## src/rtl/stat_counter_types.sv

```systemverilog
// Shared defaults for the statistics counter bank and its per-event counters.
package stat_counter_types;

  localparam int STAT_COUNTER_DEFAULT_W = 32;
  localparam int STAT_INC_DEFAULT_W     = 2;

endpackage

```

## src/rtl/stat_counter_bank_counter.sv

```systemverilog
// Single event counter: multi-count increment, enable, synchronous clear,
// wrap or saturate on overflow, and a sticky overflow flag.
module stat_counter
  import stat_counter_types::*;
#(
  parameter int COUNTER_W = STAT_COUNTER_DEFAULT_W,
  parameter int INC_W     = STAT_INC_DEFAULT_W,
  parameter bit SATURATE  = 1'b0
) (
  input  logic                 clk,
  input  logic                 rst,
  input  logic [INC_W-1:0]     inc,
  input  logic                 en,
  input  logic                 clear,
  output logic [COUNTER_W-1:0] count,
  output logic                 overflow
);

  localparam int SUM_W = COUNTER_W + 1;

  logic [SUM_W-1:0]     sum;
  logic [COUNTER_W-1:0] count_next;
  logic                 overflow_next;

  // Next value: clear wins, otherwise add with a carry bit that signals overflow.
  always_comb begin
    sum           = {1'b0, count} + SUM_W'(inc);
    count_next    = count;
    overflow_next = overflow;
    if (clear) begin
      count_next    = '0;
      overflow_next = 1'b0;
    end else if (en) begin
      if (sum[COUNTER_W]) begin
        overflow_next = 1'b1;
        count_next    = SATURATE ? {COUNTER_W{1'b1}} : sum[COUNTER_W-1:0];
      end else begin
        count_next = sum[COUNTER_W-1:0];
      end
    end
  end

  // Counter and sticky flag registers.
  always_ff @(posedge clk or posedge rst) begin
    if (rst) begin
      count    <= '0;
      overflow <= 1'b0;
    end else begin
      count    <= count_next;
      overflow <= overflow_next;
    end
  end

endmodule

```

## src/rtl/stat_counter_bank.sv

```systemverilog
// Bank of performance-event counters with an atomic snapshot copy and a
// one-cycle-latency read port into that snapshot.
module stat_counter_bank
  import stat_counter_types::*;
#(
  parameter int NUM_STATS = 28,
  parameter int COUNTER_W = STAT_COUNTER_DEFAULT_W,
  parameter int INC_W     = STAT_INC_DEFAULT_W,
  parameter bit SATURATE  = 1'b0
) (
  input  logic                         clk,
  input  logic                         rst,
  input  logic [NUM_STATS*INC_W-1:0]   inc_amount,
  input  logic [NUM_STATS-1:0]         enable_mask,
  input  logic                         freeze,
  input  logic                         clear,
  input  logic                         snapshot_req,
  output logic                         snapshot_valid,
  input  logic                         rd_req,
  input  logic [$clog2(NUM_STATS)-1:0] rd_idx,
  output logic                         rd_valid,
  output logic [COUNTER_W-1:0]         rd_data,
  output logic                         rd_overflow,
  output logic                         rd_err
);

  localparam int IDX_W = $clog2(NUM_STATS);

  typedef struct packed {
    logic                 overflow;
    logic [COUNTER_W-1:0] value;
  } snap_entry_t;

  logic [COUNTER_W-1:0] live_count [NUM_STATS];
  logic [NUM_STATS-1:0] live_overflow;
  snap_entry_t          snap_q [NUM_STATS];

  logic                 rd_bad_idx;
  logic [IDX_W-1:0]     rd_sel;

  for (genvar i = 0; i < NUM_STATS; i++) begin : g_counter
    stat_counter #(
      .COUNTER_W (COUNTER_W),
      .INC_W     (INC_W),
      .SATURATE  (SATURATE)
    ) u_counter (
      .clk      (clk),
      .rst      (rst),
      .inc      (inc_amount[i*INC_W +: INC_W]),
      .en       (!freeze && enable_mask[i]),
      .clear    (clear),
      .count    (live_count[i]),
      .overflow (live_overflow[i])
    );
  end

  // Snapshot copies the registered live values, so it sees them before this
  // edge's increment or clear takes effect.
  always_ff @(posedge clk or posedge rst) begin
    if (rst) begin
      for (int i = 0; i < NUM_STATS; i++) begin
        snap_q[i] <= '0;
      end
      snapshot_valid <= 1'b0;
    end else if (snapshot_req) begin
      for (int i = 0; i < NUM_STATS; i++) begin
        snap_q[i] <= '{overflow: live_overflow[i], value: live_count[i]};
      end
      snapshot_valid <= 1'b1;
    end
  end

  // Out-of-range indices are steered to entry 0 so the array is never
  // indexed past its end; the response is zeroed anyway.
  always_comb begin
    rd_bad_idx = (32'(rd_idx) >= 32'(NUM_STATS));
    rd_sel     = rd_bad_idx ? '0 : rd_idx;
  end

  // Read response reads the snapshot as it stood before this edge, so a
  // simultaneous snapshot request does not affect the returned data.
  always_ff @(posedge clk or posedge rst) begin
    if (rst) begin
      rd_valid    <= 1'b0;
      rd_data     <= '0;
      rd_overflow <= 1'b0;
      rd_err      <= 1'b0;
    end else begin
      rd_valid <= rd_req;
      if (rd_req) begin
        rd_err      <= rd_bad_idx;
        rd_data     <= rd_bad_idx ? '0   : snap_q[rd_sel].value;
        rd_overflow <= rd_bad_idx ? 1'b0 : snap_q[rd_sel].overflow;
      end
    end
  end

endmodule

```

## config.mk

```make
export PLATFORM = sky130hd
export DESIGN_NAME = stat_counter_bank
export DESIGN_NICKNAME = d
export VERILOG_FILES = /design/src/rtl/stat_counter_types.sv /design/src/rtl/stat_counter_bank_counter.sv /design/src/rtl/stat_counter_bank.sv
export SDC_FILE = /design/constraint.sdc
export NUM_CORES = 2
export LEC_CHECK = 0
export CORE_UTILIZATION = 55
export DETAILED_ROUTE_END_ITERATION = 8
export GPL_TIMING_DRIVEN = 0
export PLACE_DENSITY = 0.71
export SETUP_SLACK_MARGIN = 0.02
export SYNTH_ARGS = -nofsm -noshare
export SYNTH_HDL_FRONTEND = slang
export SYNTH_SLANG_ARGS = --single-unit
export TNS_END_PERCENT = 50
```

## constraint.sdc

```tcl
create_clock -name clk -period 123.8 [get_ports clk]
set_input_delay 12.38 -clock clk [delete_from_list [all_inputs] [get_ports clk]]
set_output_delay 12.38 -clock clk [all_outputs]
set_load 0.005 [all_outputs]
```

==> run summary <==
Fillers = 13500
Final instance area = 0.103 mm2
Total of max-cap violations = 9
EDFF count, synth = 0
Crit path capture type = register
DRT iter0 DRCs = 9007
Worst-Margin Slew = 1610 ps
Power Density = 13.3 mW/mm2
Synthesized cell area = 0.0915 mm2
XOR/XNOR share of the synthesized area = 0.0618
Syn_nets = 8564
Setup TNS = 0 ps
Post-Synthesis Cells = 8385
Max-slew violations = 57
Initial antenna violation count = 24
Avg Cell Area, Syn = 10.9 um2
Placed cells = 10700
Die H = 410 um
Initial Util = 0.554
Leak Pwr = 45.4 nW
Vias in the first global route = 68600
Status = finished, violations left
Maximum clock frequency = 0.0550 GHz
Detailed Routing Iterations Pass 1 = 9
CP most frequent cell = clkbuf_1
Complex-gate fraction of the synthesized area = 0.0760
Post-synthesis mux area share = 0.143
Switching portion of total power = 0.255
Int Pwr = 1.02 mW
CP Class = input port to register
#FFs+latches synth = 1884
Drt wl/cell = 31.1 um
Commonest cells after routing, fill and taps aside = 1884 x dfrtp_1, 955 x mux2_2, 836 x nor2_1
Largest family of logic cells by synthesized area = simple AND/OR/NAND/NOR gates
CP startpoint kind = input port
Vias = 71900
Synth Warn # = 0
First-pass GRT wire length = 494 mm
Clock sink count = 1884
CTS Buffer Depth = 3
Gate power share = 0.075
H-tree depth = 4
Die Span X = 410 um
Relative slew slack = -0.0728
Commonest non-fill, non-tap cell in the layout = dfrtp_1
Crit share post-route = 0.147
Simple-Gate Fraction of Synth Area = 0.162
Seq/Total Area, Yosys = 0.515
Largest net degree at the start of global routing = 133
Hold WC Path Type = register to register
RePlAce Congestion = 1.11
PostCTS Resize Cnt = 0
CTS tree = built
Post-route ant nets = 0
Vias/cell = 6.47
Setup bufs post-CTS = 0
Row cnt = 149
Post-synthesis cell type count = 89
NetSw = 349 uW
Critical-path cell list = clkdlybuf4s50_1, clkbuf_2, buf_2, buf_2, clkbuf_1, clkbuf_1, clkbuf_1, nor2_1
Failing checks = DRC, capacitance limit, slew limit
Post-synth ARST share = 1.00
WP data required = 124490 ps
Area post-placement = 0.0961 mm2
TritonCTS buffer count = 198
Post-layout net count = 8915
Full die area = 0.168 mm2
Layout cell share with drive strength beyond 1 = 0.170
GR Util All Layers = 0.410
# IOs = 131
Hold_buf cts = 0
Worst Skew = 26.8 ps
Final hold vios = 0
CP Max Fanout = 10
Clock power frac = 0.466
Worst-path clk slew = 60 ps
CTS root buf = clkbuf_16
IO Port Bufs = 126
Non-Filler Instances = 11100
RSZ-0062 raised after global routing = no
Final HPWL DP = 262 mm
Largest stage delay, worst path = 1120 ps
CORE AREA = 0.165 mm2
Clk Latency, worst-skew pair = 870 ps
Tmin final = 18180 ps
Area growth, synth to finish = 12.7%
R2R Setup Slk = 120950 ps
Adder-Cell Fraction of Synth Area = 0.0138
Sequential share of power = 0.459
Slowest stage cell, crit path = clkbuf_1
Setup violators final = 0
Dominant synthesized flop cell = dfrtp_1
Grt total ovfl = 0
WL final = 345 mm
DRC = 39
VDD IR-drop max = 0.0160 mV
CP arrival = 18870 ps
-- synth_stat cells (27+ instances only) --
cell type	number	share of area
a21o_1	27	0.0022
a221oi_1	51	0.0049
and2_1	47	0.0032
a2111oi_0	30	0.0029
inv_1	173	0.0071
ha_1	56	0.0077
a31o_2	37	0.0035
a211oi_1	84	0.0069
and3_1	172	0.012
a21oi_1	279	0.015
dfrtp_1	1884	0.51
xor2_1	249	0.024
nand2_1	414	0.017
nor2b_1	98	0.0067
nor3_1	179	0.0098
nor2_1	836	0.034
mux2i_1	211	0.023
o21ai_0	236	0.013
nor4_1	170	0.012
nand4_1	225	0.015
mux2_2	955	0.12
or3_1	144	0.0098
xnor2_1	397	0.038
nand3_1	313	0.017
and4_1	99	0.0095
buf_1	48	0.0020
buf_2	49	0.0027
clkbuf_1	415	0.017
fa_1	28	0.0061
or4_1	44	0.0036
o31ai_1	51	0.0042
-- stage by stage --
stage	setup slack, ps	power [mW]	hold slack (ps)	utilization
5_1_grt	105930	1.40	501	0.624
2_1_floorplan	58220	0.686	454	-
3_3_place_gp	36880	0.738	469	0.578
4_1_cts	105930	1.37	488	0.624
3_5_place_dp	105020	0.738	474	0.582
6_report	105620	1.37	489	0.625
-- logic make-up after synthesis --
logic type	Yosys count
AO/OA/AOI/OAI	1043
XOR/XNOR	646
adder cells (fa/ha/maj)	84
buffers and inverters	690
flip-flops	1884
multiplexers	1174
AND/OR/NAND/NOR	2864
-- flip-flops by register name, indices dropped and copies added (netlist names) --
name,count
snapshot_valid,1
rd_overflow,1
g_counter.u_counter.overflow,28
snap_q,924
rd_err,1
rd_valid,1
g_counter.u_counter.count,896
rd_data,32
-- critical path, delay by kind of cell --
kind	cells	cell delay, ps
buffers and inverters	7	6250
and+or+nand+nor	1	120
-- cell type report --
class	instances	area, um2	share of cell area
sequential	1884	47100	0.457
antenna	16	40.0	0.000388
timing repair buffer	151	1810	0.0175
clock inverter	77	1070	0.0104
multi-input combinational	5811	41800	0.405
clock buffer	288	5870	0.0569
tap	2189	2740	0.0265
buffer	516	2050	0.0199
inverter	174	661	0.00640
-- power groups by stage --
stage	Sequential (mW)	Clock, mW	Combinational (mW)
after floorplan	0.636	0	0.0491
after global placement	0.642	0	0.0960
after detailed placement	0.639	0	0.0995
after CTS	0.627	0.641	0.0998
after global routing	0.628	0.664	0.106
final	0.628	0.637	0.103
-- path summary, 6_finish.rpt --
kind | endpoint | startpoint | cells past startpoint
max | g_counter[0].u_counter.count[4] | clear | 8
max reg2reg | rd_data[1] | snap_q[331] | 4
min reg2reg | g_counter[4].u_counter.overflow | g_counter[4].u_counter.overflow | 1
max in group asynchronous | snap_q[369] | rst | 6
min | g_counter[4].u_counter.overflow | g_counter[4].u_counter.overflow | 1
min in group asynchronous | snap_q[468] | rst | 2
-- metal layers --
metal  vias up  part of all wire  global-route usage
li1      30800                 -                   -
met1     36900              0.40               0.558
met2      3486              0.43               0.587
met3       729              0.10               0.110
met4         8             0.068               0.246
met5         -           0.00013                   0
Power figures use the tool's default switching activity.
